`src/rtl/axi4lite_read.sv`:
```
// AXI4-Lite read-channel responder: one outstanding AR/R transaction handed to user logic as a held request.
// Optional REQ-state timeout with SLVERR response is compiled in by defining AXI4LITE_READ_TIMEOUT_EN.
module axi4lite_read #(
    parameter int ADDR_WIDTH     = 40,
    parameter int DATA_WIDTH     = 32,
    parameter int TIMEOUT_CYCLES = 256
) (
    input  logic                  clk,
    input  logic                  reset,
    input  logic [ADDR_WIDTH-1:0] axi_araddr,
    input  logic [2:0]            axi_arprot,
    input  logic                  axi_arvalid,
    output logic                  axi_arready,
    output logic [DATA_WIDTH-1:0] axi_rdata,
    output logic [1:0]            axi_rresp,
    output logic                  axi_rvalid,
    input  logic                  axi_rready,
    output logic                  rd_req,
    output logic [ADDR_WIDTH-1:0] rd_addr,
    output logic [2:0]            rd_prot,
    input  logic                  rd_ack,
    input  logic [DATA_WIDTH-1:0] rd_data,
    input  logic                  rd_err
);

    typedef enum logic [1:0] {
        ST_IDLE = 2'd0,
        ST_REQ  = 2'd1,
        ST_RESP = 2'd2
    } state_t;

    localparam logic [1:0] RESP_OKAY   = 2'b00;
    localparam logic [1:0] RESP_SLVERR = 2'b10;

    if (TIMEOUT_CYCLES < 1) begin : g_bad_timeout
        $error("axi4lite_read: TIMEOUT_CYCLES must be at least 1");
    end

    state_t                  state_r;
    state_t                  state_next_s;

    logic                    arready_r;
    logic                    rvalid_r;
    logic                    rd_req_r;
    logic [DATA_WIDTH-1:0]   rdata_r;
    logic [1:0]              rresp_r;
    logic [ADDR_WIDTH-1:0]   addr_r;
    logic [2:0]              prot_r;

    logic                    arready_next_s;
    logic                    rvalid_next_s;
    logic                    rd_req_next_s;
    logic [DATA_WIDTH-1:0]   rdata_next_s;
    logic [1:0]              rresp_next_s;
    logic [ADDR_WIDTH-1:0]   addr_next_s;
    logic [2:0]              prot_next_s;

    logic                    accept_s;
    logic                    ack_s;
    logic                    r_hs_s;
    logic                    timeout_s;

    // arready_r gates acceptance so the first IDLE cycle after reset cannot take an address
    assign accept_s = (state_r == ST_IDLE) && arready_r && axi_arvalid;
    assign ack_s    = (state_r == ST_REQ) && rd_ack;
    assign r_hs_s   = (state_r == ST_RESP) && axi_rready;

`ifdef AXI4LITE_READ_TIMEOUT_EN
    localparam int CNT_W = $clog2(TIMEOUT_CYCLES + 1);
    localparam logic [CNT_W-1:0] CNT_LAST = CNT_W'(TIMEOUT_CYCLES - 1);

    logic [CNT_W-1:0] wait_cnt_r;

    // Counts unacknowledged REQ cycles; held at zero outside REQ so every entry starts fresh
    always_ff @(posedge clk or posedge reset) begin
        if (reset) begin
            wait_cnt_r <= {CNT_W{1'b0}};
        end else if (state_r != ST_REQ) begin
            wait_cnt_r <= {CNT_W{1'b0}};
        end else if (!rd_ack) begin
            wait_cnt_r <= wait_cnt_r + {{(CNT_W-1){1'b0}}, 1'b1};
        end else begin
            wait_cnt_r <= wait_cnt_r;
        end
    end

    // The edge ending the TIMEOUT_CYCLES-th REQ cycle gives up; a same-cycle ack wins
    assign timeout_s = (state_r == ST_REQ) && !rd_ack && (wait_cnt_r == CNT_LAST);
`else
    assign timeout_s = 1'b0;
`endif

    // State register
    always_ff @(posedge clk or posedge reset) begin
        if (reset) begin
            state_r <= ST_IDLE;
        end else begin
            state_r <= state_next_s;
        end
    end

    // Next-state decode
    always_comb begin
        state_next_s = state_r;
        case (state_r)
            ST_IDLE: begin
                if (accept_s) begin
                    state_next_s = ST_REQ;
                end else begin
                    state_next_s = ST_IDLE;
                end
            end
            ST_REQ: begin
                if (ack_s || timeout_s) begin
                    state_next_s = ST_RESP;
                end else begin
                    state_next_s = ST_REQ;
                end
            end
            ST_RESP: begin
                if (r_hs_s) begin
                    state_next_s = ST_IDLE;
                end else begin
                    state_next_s = ST_RESP;
                end
            end
            default: begin
                state_next_s = ST_IDLE;
            end
        endcase
    end

    // Next values of the registered outputs
    always_comb begin
        arready_next_s = arready_r;
        rvalid_next_s  = rvalid_r;
        rd_req_next_s  = rd_req_r;
        rdata_next_s   = rdata_r;
        rresp_next_s   = rresp_r;
        addr_next_s    = addr_r;
        prot_next_s    = prot_r;
        case (state_r)
            ST_IDLE: begin
                rvalid_next_s = 1'b0;
                if (accept_s) begin
                    arready_next_s = 1'b0;
                    rd_req_next_s  = 1'b1;
                    addr_next_s    = axi_araddr;
                    prot_next_s    = axi_arprot;
                end else begin
                    arready_next_s = 1'b1;
                    rd_req_next_s  = 1'b0;
                end
            end
            ST_REQ: begin
                arready_next_s = 1'b0;
                if (ack_s) begin
                    rd_req_next_s = 1'b0;
                    rvalid_next_s = 1'b1;
                    rdata_next_s  = rd_data;
                    rresp_next_s  = rd_err ? RESP_SLVERR : RESP_OKAY;
                end else if (timeout_s) begin
                    rd_req_next_s = 1'b0;
                    rvalid_next_s = 1'b1;
                    rdata_next_s  = {DATA_WIDTH{1'b0}};
                    rresp_next_s  = RESP_SLVERR;
                end else begin
                    rd_req_next_s = 1'b1;
                    rvalid_next_s = 1'b0;
                end
            end
            ST_RESP: begin
                rd_req_next_s = 1'b0;
                // rdata/rresp intentionally keep their value after the handshake
                if (r_hs_s) begin
                    rvalid_next_s  = 1'b0;
                    arready_next_s = 1'b1;
                end else begin
                    rvalid_next_s  = 1'b1;
                    arready_next_s = 1'b0;
                end
            end
            default: begin
                arready_next_s = 1'b0;
                rvalid_next_s  = 1'b0;
                rd_req_next_s  = 1'b0;
            end
        endcase
    end

    // Output registers
    always_ff @(posedge clk or posedge reset) begin
        if (reset) begin
            arready_r <= 1'b0;
            rvalid_r  <= 1'b0;
            rd_req_r  <= 1'b0;
            rdata_r   <= {DATA_WIDTH{1'b0}};
            rresp_r   <= 2'b00;
            addr_r    <= {ADDR_WIDTH{1'b0}};
            prot_r    <= 3'b000;
        end else begin
            arready_r <= arready_next_s;
            rvalid_r  <= rvalid_next_s;
            rd_req_r  <= rd_req_next_s;
            rdata_r   <= rdata_next_s;
            rresp_r   <= rresp_next_s;
            addr_r    <= addr_next_s;
            prot_r    <= prot_next_s;
        end
    end

    assign axi_arready = arready_r;
    assign axi_rvalid  = rvalid_r;
    assign axi_rdata   = rdata_r;
    assign axi_rresp   = rresp_r;
    assign rd_req      = rd_req_r;
    assign rd_addr     = addr_r;
    assign rd_prot     = prot_r;

endmodule
```
`config.mk`:
```
export PLATFORM = sky130hd
export DESIGN_NAME = axi4lite_read
export DESIGN_NICKNAME = d
export VERILOG_FILES = /design/src/rtl/axi4lite_read.sv
export SDC_FILE = /design/constraint.sdc
export NUM_CORES = 1
export LEC_CHECK = 0
export BUFFER_PORTS_ARGS = -buffer_cell sky130_fd_sc_hd__buf_2
export CORE_MARGIN = 2
export CORE_UTILIZATION = 35
export CTS_CLUSTER_DIAMETER = 30
export DETAILED_ROUTE_END_ITERATION = 8
export GPL_ROUTABILITY_DRIVEN = 0
export GPL_TIMING_DRIVEN = 0
export PLACE_DENSITY_LB_ADDON = 0.1
export SETUP_SLACK_MARGIN = 0.05
export SLEW_MARGIN = 20
export SYNTH_ARGS = -nofsm -noshare
export SYNTH_HDL_FRONTEND = slang
export SYNTH_SLANG_ARGS = --single-unit
```
`constraint.sdc`:
```
create_clock -name clk -period 2.8 [get_ports clk]
set_input_delay 0.42 -clock clk [delete_from_list [all_inputs] [get_ports clk]]
set_output_delay 0.42 -clock clk [all_outputs]
set_load 0.05 [all_outputs]
```
Yosys cells after proc, flatten, opt, wreduce, memory -nomap -nowiden
Index checks and enable logic that the tools add are counted.
- flip-flop bits (word level): 82
- latch bits: 0
- RAM bits: 0
- ROM bits: 0
- input bits: 81
- output and inout bits: 80
- word-level logic and storage cells: 31
- memories: 0
- add/subtract/negate cells: 0
- multipliers: 0
- divide/modulo/power cells: 0
- $lt $le $gt $ge: 0
- equal/unequal tests: 2
- shift-type cells: 0
- mux-type cells: 14
- bitwise operators: 0
- reductions and logical operators: 7
- operators by type and width (cell ; count):
    two-way mux 1 bit ; 7
    two-way mux 2 bit ; 3
    one-hot mux 1 bit (2 select lines) ; 3
    one-hot mux 2 bit (3 select lines) ; 1
    logical AND 1 bit ; 4
    AND reduction 2 bit ; 2
    == test 2 x 1 -> 1 bit, second input constant ; 1
    == test 2 bit, second input constant ; 1
    zero test 2 bit ; 1

Depth between registers and ports, before layout
- depth in word-level cells: 5
- gate-level depth with buffers: 5
- mapped depth without buffers: 4

Least setup slack after synthesis
No wires, ideal clock.
- kind: reg2reg
- start: register arready_r, in the netlist axi_arready
- end: register addr_r[0], in the netlist rd_addr[0]
- library setup time: 0.125 ns
- arrival time: 1.366 ns
- required time: 2.675 ns
- setup slack: 1.309 ns
- stages on the path, launching flop included: 4
- buffers on the path: 1
- clock period less this slack: 1.491 ns
- cell sequence: dfrtp_1 nand3_4 buf_6 mux2_4
- word-level cells in the longest chain between the ends: 3
- ends and longest elaborated chain (element ; RTL line ; RTL):
    start, declared ; 42 ; logic arready_r;
    start signal, assigned ; 202 ; arready_r <= arready_next_s;
    logical AND 1 bit (2 in series) ; 64 ; assign accept_s = (state_r == ST_IDLE) && arready_r && axi_arvalid;
    AND reduction 2 bit (no line) ; n/a ;
    end signal, assigned ; 199 ; addr_r <= {ADDR_WIDTH{1'b0}};
    end signal, assigned ; 207 ; addr_r <= addr_next_s;
    end, declared ; 47 ; logic [ADDR_WIDTH-1:0] addr_r;
Every way passes these cells.
A chain may end at the register's enable or synchronous reset.

Final worst setup path
- start: register state_r[1]
- end: register rdata_r[8], in the netlist axi_rdata[8]
- word-level cells in the longest chain between the ends: 3
- ends and longest elaborated chain (element ; RTL line ; RTL):
    start, declared ; 39 ; state_t state_r;
    start signal, assigned ; 98 ; state_r <= state_next_s;
    == test 2 x 1 -> 1 bit (*) ; 65, 142 ;
    logical AND 1 bit ; 65 ; assign ack_s = (state_r == ST_REQ) && rd_ack;
    AND reduction 2 bit (no line) (*) ; n/a ;
    end signal, assigned ; 197 ; rdata_r <= {DATA_WIDTH{1'b0}};
    end signal, assigned ; 205 ; rdata_r <= rdata_next_s;
    end, declared ; 45 ; logic [DATA_WIDTH-1:0] rdata_r;
Mark *: on every way between the ends. The rest lies on a longest branch, timed or not.

==> results.md <==
* N_diodes at 0
* CTS Hold Bufs at 0
* Worst-path fanout max at 10
* Final std cells w/o fill at 470
* IO Pins at 161
* Htree depth at 3
* Final hold vios at 0
* Crit Path Category: reg -> reg
* Placed insts at 454
* FF-to-FF End: axi_rdata[8]
* Ranking of synthesized cells by area: dfrtp_1 63%, mux2_4 18%, mux2_2 13%
* Critical Path Source: state_r[1]
* CTS tree: done
* Post-synth cell types at 16
* Post-DRT Antenna Nets at 0
* Die Span Y at 100 um
* Top-area cell type share of the netlist area at 0.628
* Ys async rst share at 1.00
* DRC viols at 0
* Worst Path Required at 3020 ps
* Post-layout min period at 1620 ps
* R2R setup slack at 1180 ps
* Reg2Reg Launch Point: state_r[1]
* Max clock buf depth at 2
* Worst reg2reg path depth at 5
* Row count at 35
* Routed wire per std cell at 14.5 um
* Fin crit share at 0.580
* Ys flop type: dfrtp_1
* DR iter-0 viols at 24
* Post-CTS sizing at 0
* Port bufs at 159
* Post-synth top area cell: dfrtp_1
* Synth warnings at 0
* Share of cells above drive strength 1 at 0.733
* Worst setup SP type: register
* Sum of routed wire length over all layers at 6800 um
* Total GRT Usage at 0.137
* Crit path DAT at 1840 ps
* Die Area at 0.0100 sq mm
* Clock transition at path regs at 90 ps
* Clk root buf: clkbuf_8
* Die X at 100 um
* CTS sink count at 81
* Worst hold path type: in -> async
* Commonest cells post-synth: 81 x dfrtp_1, 38 x mux2_2, 38 x mux2_4
* Final setup viols at 0
* Post-DP HPWL at 5080 um
* Congestion Overflow GR at 0
* Post-DR vias/cell at 4.46
* Initial Util at 0.354
* Vias in the first global route at 2125
* Final nets at 439
* Final Max Slew Viols at 0
* Cts bufs inserted at 9
* Synth Register Bits at 81
* Register area share after synthesis at 0.628
* RSZ-0062 raised after global routing: false
* Filler instances at 845
* Max Freq at 0.616 GHz
* Final setup TNS at 0 ps
* Status: complete, no violations
* First-pass GRT wire length at 10600 um
* Final Core Density at 0.484
* Count leader, synth: dfrtp_1
* Synth Cell Area at 0.00323 sq mm
* Total iterations of the first detailed-routing run at 4
* Syn-to-layout area delta at 36.6%
* Syn nets at 268
* Core area at 0.00911 sq mm
* Post-synthesis average cell area at 17.6 sq um
* Number of flops mapped to enable cells by yosys at 0
* Via count at 2095
* Crit path capture: axi_rdata[8]
* Initial antenna violation count at 0
* # Max-Cap Violations at 0
* Mapped Cells at 183
* Final Skew at 9.07 ps
* Pin count of the biggest net entering global routing at 46
* Latest clock arrival within the worst-skew pair at 340 ps
* Post-CTS Setup Bufs at 0
* Critical Path Sink Type: register
[worst max-delay path, cell delays in order (launching register included)]
cell and delay (ps):
dfrtp_1 390, inv_1 70, ha_1 200, nand2_2 180, buf_2 290, mux2_2 370
[metal layers]
metal	up-vias	global-route usage	share of wire
li1	972	-	-
met1	1039	0.176	0.44
met2	79	0.222	0.48
met3	5	0.0474	0.068
met4	0	0.0348	0.0081
met5	-	0	0
[stage by stage]
stage / instance area (sq um) / setup slack, ps / hold slack [ps]
after floorplan: 3230 / 300 / 566
after global placement: 4160 / -795 / 482
after detailed placement: 4190 / 1150 / 486
after CTS: 4410 / 1140 / 100
after global routing: 4410 / 1070 / 122
final: 4410 / 1180 / 97.6
[area by class of cell]
| class | count | area [sq um] | share of cell area |
|---|---|---|---|
| inverter | 3 | 13.8 | 0.00312 |
| buffer | 8 | 67.6 | 0.0153 |
| tap | 111 | 139 | 0.0315 |
| clock buffer | 11 | 151 | 0.0343 |
| timing repair buffer | 160 | 823 | 0.187 |
| multi-input combinational | 91 | 1120 | 0.255 |
| sequential | 81 | 2030 | 0.460 |
| clock inverter | 5 | 63.8 | 0.0145 |
[how the worst min path moves through the flow]
stage | to | depth (start not counted)
detailed placement | rd_addr[7] | 2
global route | rd_addr[9] | 2
CTS | rd_addr[7] | 2
finish | rd_addr[7] | 2
floorplan | axi_arready | 1
global placement | axi_rdata[14] | 1
[registers in the layout (all words and copies together), names as in the netlist]
signal	cells
rd_addr	40
axi_rdata	32
rd_prot	3
state_r	2
axi_arready	1
axi_rresp	1
axi_rvalid	1
rd_req	1
[layout by cell type, fill, tap and decap left out]
| master | count |
|---|---|
| buf_6 | 4 |
| clkinv_4 | 3 |
| a21boi_0 | 1 |
| buf_16 | 1 |
| buf_2 | 162 |
| nand2_1 | 2 |
| buf_4 | 1 |
| clkbuf_8 | 11 |
| clkinvlp_4 | 1 |
| nand3_4 | 1 |
| inv_1 | 2 |
| a22o_1 | 1 |
| bufinv_16 | 1 |
| mux2_2 | 38 |
| mux2_4 | 38 |
| inv_4 | 1 |
| a21oi_1 | 2 |
| nand2b_1 | 2 |
| dfrtp_1 | 81 |
| ha_1 | 4 |
| nand2_2 | 1 |
| conb_1 | 1 |
[kinds of logic after synthesis]
| group | after synthesis | share of synthesized area |
|---|---|---|
| simple gates | 6 | 0.0136 |
| buf+inv | 11 | 0.0244 |
| other cells | 1 | 0.00116 |
| flops | 81 | 0.628 |
| fa+ha+maj | 4 | 0.0155 |
| mux | 76 | 0.309 |
| compound gates | 4 | 0.00814 |
Power is not shown: default switching activity piles up to over one toggle a cycle in this logic, so the estimate is an artifact.
